==> src/rtl/wide_add_seq_if.sv <==
// Bundle of the request, adder-slice and result channels of the multi-precision add/sub sequencer.
// Both request and result channels transfer on a rising clk edge where valid && ready are both 1.
interface wide_add_seq_if #(
  parameter int WIDTH = 16,
  parameter int WORDS = 4
);
  // Once valid rises, the producer keeps valid and its payload unchanged
  // until the edge where ready is also 1. The consumer may raise or drop ready
  // at any time. The request transfers on in_valid/in_ready, and the result on out_valid/out_ready.
  logic                     in_valid;
  logic                     in_ready;
  logic [WIDTH*WORDS-1:0]   in_a;
  logic [WIDTH*WORDS-1:0]   in_b;
  logic                     in_cin;
  logic                     in_sub;

  logic [WIDTH-1:0]         add_a;
  logic [WIDTH-1:0]         add_b;
  logic                     add_cin;
  logic [WIDTH-1:0]         add_sum;
  logic                     add_cout;

  logic                     out_valid;
  logic                     out_ready;
  logic [WIDTH*WORDS-1:0]   out_sum;
  logic                     out_cout;
  logic                     out_vout;
  logic                     out_zero;

  modport master (
    output in_valid, in_a, in_b, in_cin, in_sub,
    input  in_ready,
    input  add_a, add_b, add_cin,
    output add_sum, add_cout,
    input  out_valid, out_sum, out_cout, out_vout, out_zero,
    output out_ready
  );

  modport slave (
    input  in_valid, in_a, in_b, in_cin, in_sub,
    output in_ready,
    output add_a, add_b, add_cin,
    input  add_sum, add_cout,
    output out_valid, out_sum, out_cout, out_vout, out_zero,
    input  out_ready
  );
endinterface

==> src/rtl/wide_add_seq.sv <==
// Multi-precision add/subtract sequencer: walks WIDTH*WORDS-bit operands through one external
// WIDTH-bit adder slice, LSW first, carrying between words in a register.
module wide_add_seq #(
  parameter int WIDTH = 16,
  parameter int WORDS = 4
) (
  input  logic              clk,
  input  logic              rst_n,
  wide_add_seq_if.slave     bus,
  output logic [1:0]        dbg_state
);
  localparam int FW   = WIDTH * WORDS;
  localparam int IDXW = (WORDS > 1) ? $clog2(WORDS) : 1;

  typedef enum logic [1:0] {
    S_IDLE = 2'd0,
    S_RUN  = 2'd1,
    S_DONE = 2'd2
  } state_t;

  state_t          state_q, state_d;
  logic [IDXW-1:0] idx_q, idx_d;
  logic            carry_q, carry_d;
  logic [FW-1:0]   a_q, a_d;
  logic [FW-1:0]   b_q, b_d;
  logic [FW-1:0]   r_q, r_d;
  logic            cout_q, cout_d;
  logic            vout_q, vout_d;
  logic            zero_q, zero_d;
  logic            in_ready_q, in_ready_d;
  logic            out_valid_q, out_valid_d;

  logic [WIDTH-1:0] cur_a, cur_b;
  logic [WIDTH-1:0] add_a_c, add_b_c;
  logic             add_cin_c;
  logic             last_word;

  always_comb begin
    state_d     = state_q;
    idx_d       = idx_q;
    carry_d     = carry_q;
    a_d         = a_q;
    b_d         = b_q;
    r_d         = r_q;
    cout_d      = cout_q;
    vout_d      = vout_q;
    zero_d      = zero_q;
    in_ready_d  = in_ready_q;
    out_valid_d = out_valid_q;
    add_a_c     = '0;
    add_b_c     = '0;
    add_cin_c   = 1'b0;
    cur_a       = '0;
    cur_b       = '0;

    // Word select via constant slices so idx never forms an out-of-range part-select.
    for (int w = 0; w < WORDS; w++) begin
      if (idx_q == IDXW'(w)) begin
        cur_a = a_q[w*WIDTH +: WIDTH];
        cur_b = b_q[w*WIDTH +: WIDTH];
      end
    end
    last_word = (idx_q == IDXW'(WORDS - 1));

    case (state_q)
      S_IDLE: begin
        if (bus.in_valid) begin
          a_d        = bus.in_a;
          b_d        = bus.in_sub ? ~bus.in_b : bus.in_b;
          carry_d    = bus.in_sub ? 1'b1 : bus.in_cin;
          idx_d      = '0;
          in_ready_d = 1'b0;
          state_d    = S_RUN;
        end
      end
      S_RUN: begin
        add_a_c   = cur_a;
        add_b_c   = cur_b;
        add_cin_c = carry_q;
        for (int w = 0; w < WORDS; w++) begin
          if (idx_q == IDXW'(w)) r_d[w*WIDTH +: WIDTH] = bus.add_sum;
        end
        carry_d = bus.add_cout;
        if (last_word) begin
          // Lower words already hold this op's result, so r_d is the complete sum here.
          idx_d       = '0;
          cout_d      = bus.add_cout;
          vout_d      = (a_q[FW-1] == b_q[FW-1]) && (bus.add_sum[WIDTH-1] != a_q[FW-1]);
          zero_d      = (r_d == '0);
          out_valid_d = 1'b1;
          state_d     = S_DONE;
        end else begin
          idx_d = idx_q + 1'b1;
        end
      end
      S_DONE: begin
        if (bus.out_ready) begin
          out_valid_d = 1'b0;
          in_ready_d  = 1'b1;
          state_d     = S_IDLE;
        end
      end
      default: begin
        state_d     = S_IDLE;
        idx_d       = '0;
        in_ready_d  = 1'b1;
        out_valid_d = 1'b0;
      end
    endcase
  end

  always_ff @(posedge clk or negedge rst_n) begin
    if (!rst_n) begin
      state_q     <= S_IDLE;
      idx_q       <= '0;
      carry_q     <= 1'b0;
      a_q         <= '0;
      b_q         <= '0;
      r_q         <= '0;
      cout_q      <= 1'b0;
      vout_q      <= 1'b0;
      zero_q      <= 1'b0;
      in_ready_q  <= 1'b1;
      out_valid_q <= 1'b0;
    end else begin
      state_q     <= state_d;
      idx_q       <= idx_d;
      carry_q     <= carry_d;
      a_q         <= a_d;
      b_q         <= b_d;
      r_q         <= r_d;
      cout_q      <= cout_d;
      vout_q      <= vout_d;
      zero_q      <= zero_d;
      in_ready_q  <= in_ready_d;
      out_valid_q <= out_valid_d;
    end
  end

  assign bus.add_a     = add_a_c;
  assign bus.add_b     = add_b_c;
  assign bus.add_cin   = add_cin_c;
  assign bus.in_ready  = in_ready_q;
  assign bus.out_valid = out_valid_q;
  assign bus.out_sum   = r_q;
  assign bus.out_cout  = cout_q;
  assign bus.out_vout  = vout_q;
  assign bus.out_zero  = zero_q;
  assign dbg_state     = state_q;
endmodule

==> src/flat_wrapper.sv <==
// flat-port wrapper written by rule: the top's interface ports become plain ports
module wide_add_seq_flat 
#(
  parameter int WIDTH = 16,
  parameter int WORDS = 4
)
  (clk, rst_n, dbg_state, bus_in_valid, bus_in_a, bus_in_b, bus_in_cin, bus_in_sub, bus_in_ready, bus_add_a, bus_add_b, bus_add_cin, bus_add_sum, bus_add_cout, bus_out_valid, bus_out_sum, bus_out_cout, bus_out_vout, bus_out_zero, bus_out_ready);
  wide_add_seq_if #(.WIDTH(WIDTH), .WORDS(WORDS)) bus_i ();
  input  logic clk;
  input  logic rst_n;
  output logic [1:0] dbg_state;
  input wire logic [$bits(bus_i.in_valid)-1:0] bus_in_valid;
  input wire logic [$bits(bus_i.in_a)-1:0] bus_in_a;
  input wire logic [$bits(bus_i.in_b)-1:0] bus_in_b;
  input wire logic [$bits(bus_i.in_cin)-1:0] bus_in_cin;
  input wire logic [$bits(bus_i.in_sub)-1:0] bus_in_sub;
  output wire logic [$bits(bus_i.in_ready)-1:0] bus_in_ready;
  output wire logic [$bits(bus_i.add_a)-1:0] bus_add_a;
  output wire logic [$bits(bus_i.add_b)-1:0] bus_add_b;
  output wire logic [$bits(bus_i.add_cin)-1:0] bus_add_cin;
  input wire logic [$bits(bus_i.add_sum)-1:0] bus_add_sum;
  input wire logic [$bits(bus_i.add_cout)-1:0] bus_add_cout;
  output wire logic [$bits(bus_i.out_valid)-1:0] bus_out_valid;
  output wire logic [$bits(bus_i.out_sum)-1:0] bus_out_sum;
  output wire logic [$bits(bus_i.out_cout)-1:0] bus_out_cout;
  output wire logic [$bits(bus_i.out_vout)-1:0] bus_out_vout;
  output wire logic [$bits(bus_i.out_zero)-1:0] bus_out_zero;
  input wire logic [$bits(bus_i.out_ready)-1:0] bus_out_ready;
  assign bus_i.in_valid = bus_in_valid;
  assign bus_i.in_a = bus_in_a;
  assign bus_i.in_b = bus_in_b;
  assign bus_i.in_cin = bus_in_cin;
  assign bus_i.in_sub = bus_in_sub;
  assign bus_in_ready = bus_i.in_ready;
  assign bus_add_a = bus_i.add_a;
  assign bus_add_b = bus_i.add_b;
  assign bus_add_cin = bus_i.add_cin;
  assign bus_i.add_sum = bus_add_sum;
  assign bus_i.add_cout = bus_add_cout;
  assign bus_out_valid = bus_i.out_valid;
  assign bus_out_sum = bus_i.out_sum;
  assign bus_out_cout = bus_i.out_cout;
  assign bus_out_vout = bus_i.out_vout;
  assign bus_out_zero = bus_i.out_zero;
  assign bus_i.out_ready = bus_out_ready;
  wide_add_seq #(.WIDTH(WIDTH), .WORDS(WORDS)) u_core (.clk(clk), .rst_n(rst_n), .bus(bus_i), .dbg_state(dbg_state));
endmodule
==> config.mk <==
export PLATFORM = sky130hd
export DESIGN_NAME = wide_add_seq_flat
export DESIGN_NICKNAME = d
export VERILOG_FILES = /design/src/rtl/wide_add_seq_if.sv /design/src/rtl/wide_add_seq.sv /design/src/flat_wrapper.sv
export SDC_FILE = /design/constraint.sdc
export NUM_CORES = 1
export LEC_CHECK = 0
export CORE_ASPECT_RATIO = 0.9
export CORE_MARGIN = 5
export CORE_UTILIZATION = 50
export CTS_BUF_LIST = sky130_fd_sc_hd__clkbuf_4
export CTS_CLUSTER_SIZE = 10
export DETAILED_ROUTE_END_ITERATION = 8
export HOLD_SLACK_MARGIN = 0.12
export PLACE_DENSITY = 0.86
export SYNTH_ARGS = -nofsm -noshare
export SYNTH_HDL_FRONTEND = slang
export SYNTH_SLANG_ARGS = --single-unit
==> constraint.sdc <==
create_clock -name clk -period 2.3 [get_ports clk]
set_input_delay 0.46 -clock clk [delete_from_list [all_inputs] [get_ports clk]]
set_output_delay 0.46 -clock clk [all_outputs]
set_load 0.01 [all_outputs]
==> results of run 1 <==
flip-flops by register name, indices dropped and copies added (netlist names):
signal / flops
u_core.a_q: 64
u_core.b_q: 64
u_core.bus.out_sum: 64
u_core.dbg_state: 2
u_core.idx_q: 2
u_core.bus.in_ready: 1
u_core.bus.out_cout: 1
u_core.bus.out_valid: 1
u_core.bus.out_vout: 1
u_core.bus.out_zero: 1
u_core.carry_q: 1
worst paths after layout:
path                                 start                      to  slack [ns]  cells after the start
hold / removal                bus_in_a[12]          u_core.a_q[12]        0.32                      3
setup reg to reg           u_core.idx_q[0]     u_core.bus.out_zero        0.10                     10
max in group asynchronous            rst_n  u_core.bus.out_sum[34]        1.21                      3
setup / recovery           u_core.idx_q[0]            bus_add_a[5]       -0.64                      9
min in group asynchronous            rst_n  u_core.bus.out_sum[51]        0.39                      2
hold reg to reg             u_core.b_q[53]          u_core.b_q[53]        0.48                      2
repair_timing:
item | CTS | global route
setup endpoints to repair | 33 | 33
hold endpoints to repair | 58 | 0
gates resized for setup | 214 | 31
hold buffers | 1 | 0
pin swaps | 39 | 27
buffers inserted | 22 | 4
gates cloned | 5 | 1
where the power goes:
group          internal, mW  switching (mW)
Clock                  1.66            1.50
Sequential             5.31            1.49
Combinational          5.19            5.37
logic make-up (layout without fill, tap and decap cells):
kind of cell,count (synthesis),count (layout),synth area share (%)
AO/OA/AOI/OAI,156,156,9.88
XOR/XNOR,64,64,5.95
AND/OR/NAND/NOR,425,425,18.3
multiplexers,63,63,7.52
adder cells (fa/ha/maj),4,4,0.531
other,0,2,0
buffers and inverters,77,432,4.17
flip-flops,202,202,53.7
per-layer routing:
layer	vias to the layer above	GRT usage (%)	wire [um]	share of wire, %
li1	4001	-	-	-
met1	4299	35.8	12200	37
met2	551	47.2	15700	48
met3	151	8.05	3250	9.9
met4	10	12.4	1800	5.4
met5	-	0	60	0.18
metrics by stage:
stage                     area (um2)  setup slack (ns)  total power [mW]  util [%]  hold slack (ns)
after global placement         12500            -0.315              15.0      67.5            0.457
after CTS                      13800            -0.637              19.9      74.7            0.292
after detailed placement       12500            -0.375              15.3      67.5            0.464
after floorplan                 9420             0.213              11.0         -            0.164
final                          14000            -0.636              20.5      75.6            0.322
after global routing           14000            -0.730              21.6      75.6            0.315
critical path: stages, from the launching register on:
cell and delay, ns:
dfrtp_1 0.43, buf_6 0.14, ha_4 0.18, nor2b_4 0.18, buf_6 0.22, a221oi_2 0.08
nor3_1 0.21, a21oi_1 0.08, nor2_1 0.14, buf_2 0.16
cells in the final DEF, fill, tap and decap left out, types with 37 or more instances in the layout:
cell type | synthesis | routed
buf_4 | 1 | 45
o21ai_0 | 74 | 74
a21oi_1 | 40 | 37
clkdlybuf4s50_1 | 0 | 219
clkbuf_4 | 0 | 85
xnor2_1 | 64 | 64
nor2_1 | 80 | 79
nand2_1 | 273 | 273
mux2_2 | 62 | 62
dfrtp_1 | 201 | 201
area by class of cell:
class / count / share of cell area (%)
sequential: 202 / 36.2
inverter: 6 / 0.161
tap: 245 / 2.20
multi-input combinational: 712 / 32.5
antenna: 2 / 0.0359
clock buffer: 85 / 4.57
timing repair buffer: 334 / 24.1
clock inverter: 7 / 0.197
==> impl_metrics.toml, run 1 <==
[sta]
slew_headroom_pct = 62.4
fmax_mhz = 341
period_minus_slack_ns = 2.94
setup_viol = 32
fin_crit_sh_pct = 128
worst_slew_pin_slew_ns = 0.565
rsz0062_at_grt = "true"
hold_violations = 0
final_max_slew_viol_count = 0
finalSetupTns_ns = -18.52
fin_ws_ns = -0.636
finClkSkew_ns = 0.0560

[setup_path]
crit_arrival_ns = 2.48
cp_max_fo = 8
startpoint_type = "flip-flop"
crit_type = "flip-flop to primary output"
end_kind = "primary output"
required_ns = 1.84

[layout]
drive_gt1_share_pct = 25.0
area_delta_synth_final_pct = 48.2
nets = 1465
fillers = 1224
multiInputGateArea_mm2 = 0.00454
instances_no_fill = 1593
regArea_mm2 = 0.00506

[place]
place_inst = 1470
io_buffers = 254
hpwl_um = 20700
place_congestion = 0.904

[pwr]
p_leak_nw = 6.24
peakVddDrop_uv = 742
p_per_area_mw_per_mm2 = 1470

[route]
post_drt_via_cell_ratio = 5.66
drt_pre_antenna_iters = 6
vias = 9012
drt-initial-drc-count = 750
drcViolationCount = 0
wl_um = 33000
ant_nets = 0
wl_per_cell_um = 20.7

[synth]
synth_most_common_cell = "nand2_1"
seq_area_frac_synth_pct = 53.7
synth_area_leaders = "dfrtp_1 53%, nand2_1 11%, mux2_2 7.4%"
synth_cells = 991
synth_fp_nets = 1146
synth.cell_area_mm2 = 0.00942
synth-main-ff-cell = "dfrtp_1"
synth_cell_types = 33
synth.avg_cell_area_um2 = 9.50
yosysTopAreaCell = "dfrtp_1"
ys_top_cells_by_count = "273 x nand2_1, 201 x dfrtp_1, 80 x nor2_1"
synth_warnings = 0
ys_async_sr_fraction_pct = 100
ys_ff_latch = 202
synth_enable_flop_cells = 0
synth_top_cell_area_share_pct = 53.4

[global_routing]
grt_max_degree = 150
grt_use_total_pct = 28.7
first_global_vias = 9017
antenna_found_initial = 7
grt-ovfl-total = 0
grt_pass1_wl_um = 49400

[floorplanning]
die_area_mm2 = 0.0217
start_util_pct = 51.0
fp.dieW_um = 155
ioPinCount = 255
rows = 47
die_h_um = 140
core_area_mm2 = 0.0185

[clocking]
clock_path_buffers = 3
clock_latency_ns = 0.66
clk_pin_slew_ns = 0.07
clockRootBuffer = "clkbuf_4"
numCtsBuffers = 54
clock_sinks = 202
cts_tree = "built"
htreeDepth = 2

[run_status]
status = "finished with violations"
violations = "negative setup slack"

[job]
cap_viol_max_count = 0

[min_path]
min_path_type = "input port to flip-flop"
Power figures use the tool's default switching activity.
==> inputs of run 2 (changes only) <==
Settings changed: MAX_ROUTING_LAYER from default to met4.
==> impl_metrics.toml, run 2 (same netlist as run 1, synthesis figures left out) <==
[run_status]
status = "finished with violations"
violations = "negative setup slack"

[route]
drcViolationCount = 0
vias = 9127
post_drt_via_cell_ratio = 5.67
wl_met1_um = 12700
drt_pre_antenna_iters = 8
dr_wl_met3_um = 3010
wl_per_cell_um = 21.1
wl_met2_um = 16900
drt-initial-drc-count = 745
wl_um = 33900
top_layer = "met4"
ant_nets = 0

[clocking]
clk_pin_slew_ns = 0.07
numCtsBuffers = 53
clock_path_buffers = 3
clockRootBuffer = "clkbuf_4"
clock_latency_ns = 0.66
clock_sinks = 202
cts_tree = "built"
htreeDepth = 2

[setup_path]
r2r_start = "u_core.idx_q[0]"
required_ns = 1.84
crit_arrival_ns = 2.48
cp_max_fo = 6
crit_type = "flip-flop to primary output"
reg2regPathDepth = 9
end_kind = "primary output"
reg2reg_to = "u_core.bus.out_sum[62]"
startpoint_type = "flip-flop"
r2r_slack_ns = 0.17

[sta]
hold_violations = 0
final_max_slew_viol_count = 0
hold_slack_ns = 0.345
slew_headroom_pct = 60.2
finClkSkew_ns = 0.0411
fin_ws_ns = -0.642
period_minus_slack_ns = 2.94
fin_crit_sh_pct = 128
worst_slew_pin_slew_ns = 0.596
setup_viol = 32
fmax_mhz = 340
rsz0062_at_grt = "true"

[layout]
area_delta_synth_final_pct = 50.7
finish.utilization_pct = 76.8
layout_commonest_cell = "nand2_1"
drive_gt1_share_pct = 24.6
final_area_mm2 = 0.0142
nets = 1472
fillers = 1151
final_cell_mix = "273 x nand2_1, 219 x clkdlybuf4s50_1, 201 x dfrtp_1"

[pwr]
p_leak_nw = 6.29
power.total_mw = 21.1
p_per_area_mw_per_mm2 = 1480
peakVddDrop_uv = 810

[floorplanning]
fp.dieW_um = 155
core_area_mm2 = 0.0185
rows = 47
die_area_mm2 = 0.0217
die_h_um = 140
start_util_pct = 51.0
ioPinCount = 255

[job]
cap_viol_max_count = 0

[min_path]
holdPathEnd = "u_core.a_q[56]"
hold_depth = 3
worstHoldStart = "bus_in_a[56]"
min_path_type = "input port to flip-flop"

[global_routing]
grt_use_total_pct = 29.7
grt_pass1_wl_um = 49700
antenna_found_initial = 4
grt-ovfl-total = 0
first_global_vias = 9109
grt_max_degree = 150

[place]
io_buffers = 254
place_congestion = 0.934
dp_slack_ns = -0.364
dpl_cell_area_mm2 = 0.0125
hpwl_um = 20800
run 2: cell count changes in the layout (fill, tap and decap cells not counted), moves of 5 or more:
cell	previous run	this run
clkbuf_4	85	71
buf_16	4	9
nor3_2	24	17
clkinv_1	5	21
run 2: repair_timing:
item                       in CTS  in global routing
setup endpoints to repair      33                 34
buffers inserted               12                 14
resized for setup             219                 33
hold buffers                    1                  0
pin swaps                      35                 44
gates cloned                    7                  2
hold endpoints to repair       54                  0
run 2: worst max-delay path by stage:
| stage | startpoint | to | cells after the start |
|---|---|---|---|
| finish | u_core.idx_q[0] | bus_add_b[14] | 10 |
| global route | u_core.idx_q[0] | bus_add_a[14] | 9 |
| CTS | u_core.idx_q[1] | bus_add_b[9] | 11 |
| detailed placement | u_core.idx_q[0] | bus_add_b[10] | 10 |
| global placement | u_core.idx_q[0] | bus_add_b[8] | 10 |
| floorplan | u_core.idx_q[0] | bus_add_a[0] | 9 |
run 2: critical path, stage by stage (launching register included):
cell      delay [ns]
dfrtp_1         0.41
buf_6           0.14
ha_4            0.17
buf_12          0.15
buf_16          0.15
buf_8           0.14
a221oi_2        0.28
nor3_1          0.08
a21oi_1         0.12
nor2_1          0.07
buf_2           0.14
run 2: layout make-up:
class	instances	area (um2)	area share [%]
diodes	4	10.0	0.0705
clock buffers	71	533	3.76
clock inverters	27	108	0.758
inverters	6	25.0	0.176
multi-input cells	712	4610	32.5
flip-flops and latches	202	5060	35.6
well taps	245	307	2.16
repair buffers	342	3550	25.0
run 2: layer usage:
layer,global-route usage [%],vias up
met2,47.4,528
met5,-,-
met1,35.9,4476
li1,-,4022
met4,13.0,0
met3,7.93,101
run 2: where the power goes:
group          switching [mW]  total (mW)  internal (mW)
Combinational            5.52        11.2           5.65
Clock                    1.59        3.04           1.45
Sequential               1.55        6.86           5.31
Total                    8.65        21.1           12.4
run 2: stage by stage:
stage,instances,TNS [ns]
2_1_floorplan,991,0
3_3_place_gp,1471,-7.36
3_5_place_dp,1471,-8.79
4_1_cts,1589,-17.23
5_1_grt,1609,-22.06
6_report,1609,-18.30
